===== src/rtl/onewire_pkg.sv =====
// Shared 1-Wire definitions: receiver state encoding and default slot timing in 100 MHz cycles.
package onewire_pkg;

   typedef enum logic [1:0] {
      IDLE    = 2'd0,
      LOW     = 2'd1,
      RST_LOW = 2'd2
   } ow_state_e;

   localparam int unsigned OW_MIN_LOW_CYC  = 100;
   localparam int unsigned OW_SAMPLE_CYC   = 3000;
   localparam int unsigned OW_SLOT_MAX_CYC = 12000;
   localparam int unsigned OW_RESET_CYC    = 48000;
   localparam int unsigned OW_IDLE_TO_CYC  = 50000;

endpackage


===== src/rtl/one_wire_rx_if.sv =====
// Receiver-side bundle: bus line and enable in, decoded byte and event strobes out.
interface one_wire_rx_if;

   logic       en;
   logic       one_wire_data;
   logic [7:0] rx_byte;
   logic       valid;
   logic       busy;
   logic       reset_det;
   logic       err;

   modport master (
      input  en, one_wire_data,
      output rx_byte, valid, busy, reset_det, err
   );

   modport slave (
      output en, one_wire_data,
      input  rx_byte, valid, busy, reset_det, err
   );

endinterface


===== src/rtl/onewire_sync_edge.sv =====
// Two-flop synchronizer for the open-drain line plus a history flop for rise/fall pulses.
module onewire_sync_edge (
   input  logic clk,
   input  logic rst_n,
   input  logic din,
   output logic line,
   output logic rise,
   output logic fall
);

   logic [2:0] sh_q, sh_d;

   always_comb begin
      sh_d = {sh_q[1:0], din};
   end

   // Reset to the idle-high level so no falling edge appears when reset releases.
   always_ff @(posedge clk) begin
      if (!rst_n) sh_q <= 3'b111;
      else        sh_q <= sh_d;
   end

   assign line = sh_q[1];
   assign rise = sh_q[1] & ~sh_q[2];
   assign fall = ~sh_q[1] & sh_q[2];

endmodule


===== src/rtl/one_wire_rx.sv =====
// 1-Wire bit-slot receiver: times low pulses, decodes 8 LSB-first slots into a byte.
// Optional mid-byte idle timeout is built when ONEWIRE_RX_TIMEOUT_EN is defined.
module one_wire_rx
   import onewire_pkg::*;
#(
   parameter int unsigned MIN_LOW_CYC  = OW_MIN_LOW_CYC,
   parameter int unsigned SAMPLE_CYC   = OW_SAMPLE_CYC,
   parameter int unsigned SLOT_MAX_CYC = OW_SLOT_MAX_CYC,
   parameter int unsigned RESET_CYC    = OW_RESET_CYC,
   parameter int unsigned IDLE_TO_CYC  = OW_IDLE_TO_CYC
) (
   input logic           clk,
   input logic           rst_n,
   one_wire_rx_if.master bus
);

   localparam int unsigned CNT_W = $clog2(RESET_CYC + 1);
   localparam logic [CNT_W-1:0] MIN_C      = CNT_W'(MIN_LOW_CYC);
   localparam logic [CNT_W-1:0] SAMPLE_C   = CNT_W'(SAMPLE_CYC);
   localparam logic [CNT_W-1:0] SLOT_MAX_C = CNT_W'(SLOT_MAX_CYC);
   localparam logic [CNT_W-1:0] RESET_C    = CNT_W'(RESET_CYC);

   logic line, rise, fall;

   onewire_sync_edge u_sync (
      .clk   (clk),
      .rst_n (rst_n),
      .din   (bus.one_wire_data),
      .line  (line),
      .rise  (rise),
      .fall  (fall)
   );

   ow_state_e        state_q, state_d;
   logic [CNT_W-1:0] cnt_q, cnt_d;
   logic [3:0]       bit_cnt_q, bit_cnt_d;
   logic [7:0]       sr_q, sr_d;
   logic [7:0]       rx_byte_q, rx_byte_d;
   logic             valid_q, valid_d;
   logic             err_q, err_d;
   logic             reset_det_q, reset_det_d;
   logic [7:0]       sr_now;
   logic [3:0]       bits_now;

`ifdef ONEWIRE_RX_TIMEOUT_EN
   localparam int unsigned IDLE_W = $clog2(IDLE_TO_CYC + 1);
   localparam logic [IDLE_W-1:0] IDLE_TO_C = IDLE_W'(IDLE_TO_CYC);
   logic [IDLE_W-1:0] idle_cnt_q, idle_cnt_d;
`endif

   always_comb begin
      state_d     = state_q;
      cnt_d       = cnt_q;
      bit_cnt_d   = bit_cnt_q;
      sr_d        = sr_q;
      rx_byte_d   = rx_byte_q;
      valid_d     = 1'b0;
      err_d       = 1'b0;
      reset_det_d = 1'b0;
      sr_now      = sr_q;
      bits_now    = bit_cnt_q;

      case (state_q)
         IDLE: begin
            if (!bus.en) begin
               bit_cnt_d = 4'd0;
               sr_d      = 8'd0;
            end else if (fall) begin
               state_d = LOW;
               cnt_d   = '0;
            end
         end

         LOW: begin
            if (rise) begin
               state_d = IDLE;
               if (cnt_q >= MIN_C) begin
                  // A rise before the sample point commits the bit as a 1 here instead.
                  if (cnt_q < SAMPLE_C) begin
                     sr_now   = {1'b1, sr_q[7:1]};
                     bits_now = bit_cnt_q + 4'd1;
                  end
                  if (cnt_q <= SLOT_MAX_C) begin
                     sr_d      = sr_now;
                     bit_cnt_d = bits_now;
                     if (bits_now == 4'd8) begin
                        rx_byte_d = sr_now;
                        valid_d   = 1'b1;
                        bit_cnt_d = 4'd0;
                     end
                  end else begin
                     err_d     = 1'b1;
                     sr_d      = 8'd0;
                     bit_cnt_d = 4'd0;
                  end
               end
            end else begin
               if (cnt_q == SAMPLE_C - CNT_W'(1)) begin
                  sr_d      = {line, sr_q[7:1]};
                  bit_cnt_d = bit_cnt_q + 4'd1;
               end
               if (cnt_q < RESET_C) cnt_d = cnt_q + CNT_W'(1);
               if (cnt_q == RESET_C - CNT_W'(1)) state_d = RST_LOW;
            end
         end

         RST_LOW: begin
            if (rise) begin
               reset_det_d = 1'b1;
               sr_d        = 8'd0;
               bit_cnt_d   = 4'd0;
               state_d     = IDLE;
            end
         end

         default: state_d = IDLE;
      endcase

`ifdef ONEWIRE_RX_TIMEOUT_EN
      idle_cnt_d = '0;
      if (state_q == IDLE && !fall && bit_cnt_q != 4'd0) begin
         idle_cnt_d = idle_cnt_q + IDLE_W'(1);
         if (idle_cnt_d == IDLE_TO_C) begin
            err_d      = 1'b1;
            bit_cnt_d  = 4'd0;
            sr_d       = 8'd0;
            idle_cnt_d = '0;
         end
      end
`endif
   end

   always_ff @(posedge clk) begin
      if (!rst_n) begin
         state_q     <= IDLE;
         cnt_q       <= '0;
         bit_cnt_q   <= 4'd0;
         sr_q        <= 8'd0;
         rx_byte_q   <= 8'd0;
         valid_q     <= 1'b0;
         err_q       <= 1'b0;
         reset_det_q <= 1'b0;
      end else begin
         state_q     <= state_d;
         cnt_q       <= cnt_d;
         bit_cnt_q   <= bit_cnt_d;
         sr_q        <= sr_d;
         rx_byte_q   <= rx_byte_d;
         valid_q     <= valid_d;
         err_q       <= err_d;
         reset_det_q <= reset_det_d;
      end
   end

`ifdef ONEWIRE_RX_TIMEOUT_EN
   always_ff @(posedge clk) begin
      if (!rst_n) idle_cnt_q <= '0;
      else        idle_cnt_q <= idle_cnt_d;
   end
`endif

   assign bus.rx_byte   = rx_byte_q;
   assign bus.valid     = valid_q;
   assign bus.err       = err_q;
   assign bus.reset_det = reset_det_q;
   assign bus.busy      = (bit_cnt_q != 4'd0) || (state_q != IDLE);

endmodule

===== src/flat_wrapper.sv =====
// flat-port wrapper written by rule: the top's interface ports become plain ports
module one_wire_rx_flat import onewire_pkg::*;
#(
   parameter int unsigned MIN_LOW_CYC  = OW_MIN_LOW_CYC,
   parameter int unsigned SAMPLE_CYC   = OW_SAMPLE_CYC,
   parameter int unsigned SLOT_MAX_CYC = OW_SLOT_MAX_CYC,
   parameter int unsigned RESET_CYC    = OW_RESET_CYC,
   parameter int unsigned IDLE_TO_CYC  = OW_IDLE_TO_CYC
)
  (clk, rst_n, bus_en, bus_one_wire_data, bus_rx_byte, bus_valid, bus_busy, bus_reset_det, bus_err);
  one_wire_rx_if bus_i ();
  input logic clk;
  input logic rst_n;
  input wire logic [$bits(bus_i.en)-1:0] bus_en;
  input wire logic [$bits(bus_i.one_wire_data)-1:0] bus_one_wire_data;
  output wire logic [$bits(bus_i.rx_byte)-1:0] bus_rx_byte;
  output wire logic [$bits(bus_i.valid)-1:0] bus_valid;
  output wire logic [$bits(bus_i.busy)-1:0] bus_busy;
  output wire logic [$bits(bus_i.reset_det)-1:0] bus_reset_det;
  output wire logic [$bits(bus_i.err)-1:0] bus_err;
  assign bus_i.en = bus_en;
  assign bus_i.one_wire_data = bus_one_wire_data;
  assign bus_rx_byte = bus_i.rx_byte;
  assign bus_valid = bus_i.valid;
  assign bus_busy = bus_i.busy;
  assign bus_reset_det = bus_i.reset_det;
  assign bus_err = bus_i.err;
  one_wire_rx #(.MIN_LOW_CYC(MIN_LOW_CYC), .SAMPLE_CYC(SAMPLE_CYC), .SLOT_MAX_CYC(SLOT_MAX_CYC), .RESET_CYC(RESET_CYC), .IDLE_TO_CYC(IDLE_TO_CYC)) u_core (.clk(clk), .rst_n(rst_n), .bus(bus_i));
endmodule

===== config.mk =====
export PLATFORM = sky130hd
export DESIGN_NAME = one_wire_rx_flat
export DESIGN_NICKNAME = d
export VERILOG_FILES = /design/src/rtl/onewire_pkg.sv /design/src/rtl/one_wire_rx_if.sv /design/src/rtl/onewire_sync_edge.sv /design/src/rtl/one_wire_rx.sv /design/src/flat_wrapper.sv
export SDC_FILE = /design/constraint.sdc
export NUM_CORES = 1
export LEC_CHECK = 0
export BUFFER_PORTS_ARGS = -buffer_cell sky130_fd_sc_hd__buf_2
export CAP_MARGIN = 30
export CELL_PAD_IN_SITES_DETAIL_PLACEMENT = 2
export CELL_PAD_IN_SITES_GLOBAL_PLACEMENT = 2
export CORE_MARGIN = 2
export CORE_UTILIZATION = 33
export DETAILED_ROUTE_END_ITERATION = 8
export PLACE_DENSITY = 0.85
export SLEW_MARGIN = 25
export SYNTH_ARGS = -nofsm -noshare
export SYNTH_HDL_FRONTEND = slang
export SYNTH_HIERARCHICAL = 1
export SYNTH_SLANG_ARGS = --single-unit

===== constraint.sdc =====
create_clock -name clk -period 2.27 [get_ports clk]
set_input_delay 0.1135 -clock clk [delete_from_list [all_inputs] [get_ports clk]]
set_output_delay 0.1135 -clock clk [all_outputs]
set_load 0.01 [all_outputs]

# After elaboration in Yosys (flattened, before gate mapping)
# Cells that the tools add are included.
totals:
  reg_bits: 44
  in_bits: 4
  out_inout_bits: 12
op_classes:
  add_sub_neg: 2
  order_cmp: 4
  eq_ne: 14
  muxes: 34
  n_bitwise: 4
  reduce_logical: 13
op_table:
  columns: ["op", "n"]
  rows:
  - ["16-bit 2-to-1 mux", 4]
  - ["8-bit 2-to-1 mux", 7]
  - ["4-bit 2-to-1 mux", 11]
  - ["16-bit one-hot mux with 2 select lines", 1]
  - ["8-bit one-hot mux with 3 select lines", 1]
  - ["5-bit AND reduction", 4]
  - ["16-bit by 1-bit adder with 16-bit output, second input constant", 1]
  - ["16-bit by 12-bit equality test with 1-bit output, second input constant", 1]
  - ["16-bit equality test, second input constant", 1]
  - ["16-bit by 7-bit greater-or-equal comparator with 1-bit output, second input constant", 1]
  - ["16-bit by 14-bit <= comparator with 1-bit output, second input constant", 1]
  - ["16-bit by 12-bit less-than comparator with 1-bit output, second input constant", 1]
  - ["16-bit less-than comparator, second input constant", 1]
  - ["4-bit one-hot mux with 3 select lines", 1]
  - ["2-bit 2-to-1 mux", 5]
  - ["4-bit AND reduction", 2]
  - ["2-bit by 1-bit inequality test with 1-bit output, second input constant", 3]
  - ["2-bit inequality test, second input constant", 3]
  - ["3-bit by 1-bit inequality test with 1-bit output, second input constant", 2]
  - ["2-bit one-hot mux with 3 select lines", 1]
  - ["4-bit by 1-bit adder with 4-bit output, second input constant", 1]
  - ["4-bit equality test, second input constant", 1]
  - ["2-bit nonzero test", 2]
  - ["4-bit nonzero test", 1]
  - ["other kinds (10)", 14]

# Longest topological paths before layout
depth:
  word_depth: 11
  ltp_mapped: 9
  depth_no_buf: 8

# Modules after synthesis
# The synthesis kept the hierarchy.
by_module_without_submodules:
  columns: ["module", "n_inst", "cells_each", "area_per_inst_um2", "seq_area_each_um2"]
  rows:
  - ["one_wire_rx", 1, 261, 2222.1, 820.8]
  - ["onewire_sync_edge", 1, 8, 91.3, 60.1]

# Worst setup path before layout
# Ideal clock, no wire load.
synth_timing:
  kind: "flip-flop to flip-flop"
  from: "register u_core.cnt_q[0]"
  to: "register u_core.rx_byte_q[6] (netlist: u_core/bus.rx_byte[6])"
  arrival_ns: 2.328
  slack_ns: -0.146
  stages_incl_launch_ff: 10
  period_less_slack_ns: 2.416
  cell_sequence: "dfxtp_1 inv_1 ha_1 or4b_4 nor4_4 o211ai_2 a2111oi_4 buf_6 nor2_2 a311oi_2"
synth_between:
  elab_chain_len: 7
synth_lines:
  columns: ["item", "line_no", "rtl"]
  rows:
  - ["start, declared", "one_wire_rx.sv:35", "logic [CNT_W-1:0] cnt_q, cnt_d;"]
  - ["start signal, assigned", "one_wire_rx.sv:145", "cnt_q <= cnt_d;"]
  - ["16-bit by 12-bit less-than comparator with 1-bit output", "one_wire_rx.sv:79", "if (cnt_q < SAMPLE_C) begin"]
  - ["4-bit 2-to-1 mux", "one_wire_rx.sv:79", null]
  - ["4-bit 2-to-1 mux", "one_wire_rx.sv:77", "if (cnt_q >= MIN_C) begin"]
  - ["4-bit 2-to-1 mux", "one_wire_rx.sv:75", "if (rise) begin"]
  - ["4-bit 2-to-1 mux", "one_wire_rx.sv:63", "case (state_q)"]
  - ["4-bit equality test", "one_wire_rx.sv:86", "if (bits_now == 4'd8) begin"]
  - ["5-bit AND reduction (no source line)", null, null]
  - ["end signal, assigned", "one_wire_rx.sv:148", "rx_byte_q <= rx_byte_d;"]
  - ["end, declared", "one_wire_rx.sv:38", "logic [7:0] rx_byte_q, rx_byte_d;"]
# Parallel ways exist; a longest one is shown, timed or not. The select of a mux whose other input is x is not followed.
# A chain may end at the register's enable or synchronous reset.

# Final worst setup path
layout_timing:
  from: "register u_core.cnt_q[14]"
  to: "register u_core.rx_byte_q[4] (netlist: u_core/bus.rx_byte[4])"
# Same word-level chain as after synthesis.

==> metrics.txt <==
outcome=complete, but fails checks; failing checks=setup timing; placed instance area=2780 sq um; post-route cell area=3190 sq um; final wirelength=9.80 mm; chip width=87.7 um; RR Startpoint=u_core/cnt_q[14]; cell count after synthesis=269; RSZ-0062 raised after global routing=yes; HPWL Detailed=5.90 mm; Ys Warns=6; total power=1560 uW; worst-skew pair later-pin latency=0.31 ns; First-pass DRT Iterations=4; Cell variety after synth=53; arrival time worst endpoint=2.75 ns; layout cells sized above 1=0.369; All-Layer GR Usage=0.248; Avg Synthesized Cell Area=8.60 sq um; Max Freq=393 MHz; full die area=7700 sq um; post-synthesis sequential area ratio=0.381; Power Density=489 nW/um^2; max cap viols=0; crit path launch type=flop; Clock Sinks=44; final worst slack=-0.275 ns; area grow syn2layout=38.1%; peak supply drop=256 uV; clk_skew=0.0121 ns; end of the critical path=u_core/bus.rx_byte[4]; pin count of the biggest net entering global routing=17; Synth area leader=dfxtp_1; Main synth FF type=dfxtp_1; CTS tree=built; Final Util=0.470; cell with the most instances after synthesis=dfxtp_1; DP Cell Count=406; Rel. slew slack=0.538; Vias/cell=5.68; Die Ht=87.7 um; DR WL/cell=22.8 um; WS Path Type=flop to flop; final hold viol count=0; syn nets=277; Yosys top cell area share=0.381; reg2reg setup slack=-0.27 ns; crit path time final=2.54 ns; CTS Buf Count=5; first-pass GRT wire length=14.5 mm; Initial Util=0.341; Slew Limit Fails=0; top-level I/O count=16; smallest hold slack=0.0992 ns; Worst-Margin Slew=0.692 ns; Worst EP required=2.48 ns; Vias=2435; Non-Filler Instances=429; FF-to-FF path depth=9; Post-synth top cells=44 x dfxtp_1, 28 x nand2_1, 23 x nor2_1; maximum fanout along the worst path=8; CP endpoint kind=flop; CP startpoint=u_core/cnt_q[14]; H-tree levels=2; cell area after synthesis=2310 sq um; Root Buffer=clkbuf_8; initial antenna violation count=0; vias in the first global route=2600; Hold/Removal Path Class=primary input to flop; Final Setup Violations=20; uppermost layer routed=met4; site row count=30; DR WL met2=5.19 mm; routability cong.=0.869; M1 WL=3.95 mm; post-synthesis async set-or-reset flop share=0; maximum clock path buffer count=2; Area contributors post-synth=dfxtp_1 38%, nand2_1 4.5%, nor2_1 3.7%; wire length on met3=368 um; register clock-pin slew on the reported worst setup and hold paths=0.10 ns; core area=6790 sq um; nets@finish=340; 1st-iter DRT viols=88; fin crit share=1.12; Antenna diodes=0; post-route ant nets=0; Reg-to-Reg End=u_core/bus.rx_byte[4]; EDFF count, synth=0; leakage power=0.00127 uW; port bufs=15; count of state elements after synthesis=44; global route overflow=0; DR DRC count=0
-- report_power, final --
group / switching [uW] / internal (uW)
registers: 7.45 / 776
clock network: 320 / 332
logic: 70.1 / 54.8
total: 398 / 1160
-- metrics by stage --
stage          setup slack (ns)  setup TNS [ns]
4_1_cts                  -0.111           -1.34
3_5_place_dp             -0.203           -2.69
5_1_grt                  -0.333           -4.65
3_3_place_gp             -0.145           -1.54
2_1_floorplan           -0.0186         -0.0186
6_report                 -0.275           -3.36
-- kinds of logic (layout without fill, tap and decap cells) --
family / after synthesis / after routing / synth area share
fa+ha+maj: 4 / 4 / 0.0216
compound gates: 66 / 66 / 0.227
flops: 44 / 44 / 0.381
buf+inv: 28 / 92 / 0.0546
mux: 3 / 3 / 0.0141
simple gates: 115 / 115 / 0.268
xor+xnor: 9 / 9 / 0.0341
-- critical path: stages (launching register included) --
cell	delay, ns
dfxtp_1	0.36
buf_4	0.15
or4b_4	0.55
nor4_4	0.27
o211ai_4	0.17
a2111oi_4	0.33
buf_4	0.20
buf_12	0.13
nor2_1	0.04
a311oi_1	0.24
-- metal layers --
metal  global-route usage  up-vias
li1                     -     1108
met1                0.291     1238
met2                0.445       63
met3               0.0481       26
met4               0.0923        0
met5                    0        -
-- cells in the final DEF (no fill, tap or decap), types with 4 or more instances in the layout --
cell type and instances:
a21oi_1 8, buf_6 6, nor3_1 8, a22o_1 8
o21ai_1 9, o211ai_1 5, and3_1 6, nor2b_1 4
nand2_1 28, buf_4 47, nor2_1 21, o21a_1 6
nand2b_1 7, a311oi_1 7, or4_1 4, buf_2 15
dfxtp_1 36, clkbuf_8 5, dfxtp_2 7, inv_1 10
xor2_1 8, nand3_1 10
-- sequential cells by signal, summed over array words and instances (netlist names) --
name                  flops
u_core/cnt_q             16
u_core/bus.rx_byte        8
u_core/sr_q               8
u_core/bit_cnt_q          4
u_core/u_sync/sh_q        3
u_core/state_q            2
u_core/bus.err            1
u_core/bus.reset_det      1
u_core/bus.valid          1
-- area by class of cell --
| type | instances | area [sq um] |
|---|---|---|
| Fill cell | 744 | 3600 |
| Multi-Input combinational cell | 197 | 1450 |
| Sequential cell | 44 | 893 |
| Timing Repair Buffer | 72 | 571 |
| Tap cell | 96 | 120 |
| Clock buffer | 5 | 68.8 |
| Clock inverter | 3 | 46.3 |
| Inverter | 12 | 45.0 |
-- worst min path at each step --
stage                                 start  depth (start not counted)               endpoint
after floorplan                       rst_n                          1  u_core/u_sync/sh_q[0]
after global placement    bus_one_wire_data                          2  u_core/u_sync/sh_q[0]
after detailed placement  bus_one_wire_data                          2  u_core/u_sync/sh_q[0]
after CTS                             rst_n                          2  u_core/u_sync/sh_q[0]
after global routing                  rst_n                          2  u_core/u_sync/sh_q[0]
final                                 rst_n                          2  u_core/u_sync/sh_q[0]
-- repair_timing --
item / in CTS / in global routing
endpoints found under the hold margin: 1 / 0
setup buffers: 4 / 9
setup endpoints to repair: 20 / 23
resized for setup: 18 / 20
pin swaps: 4 / 24
hold buffers: 1 / 0
cloned: 0 / 1
(Power assumes the default switching activity.)
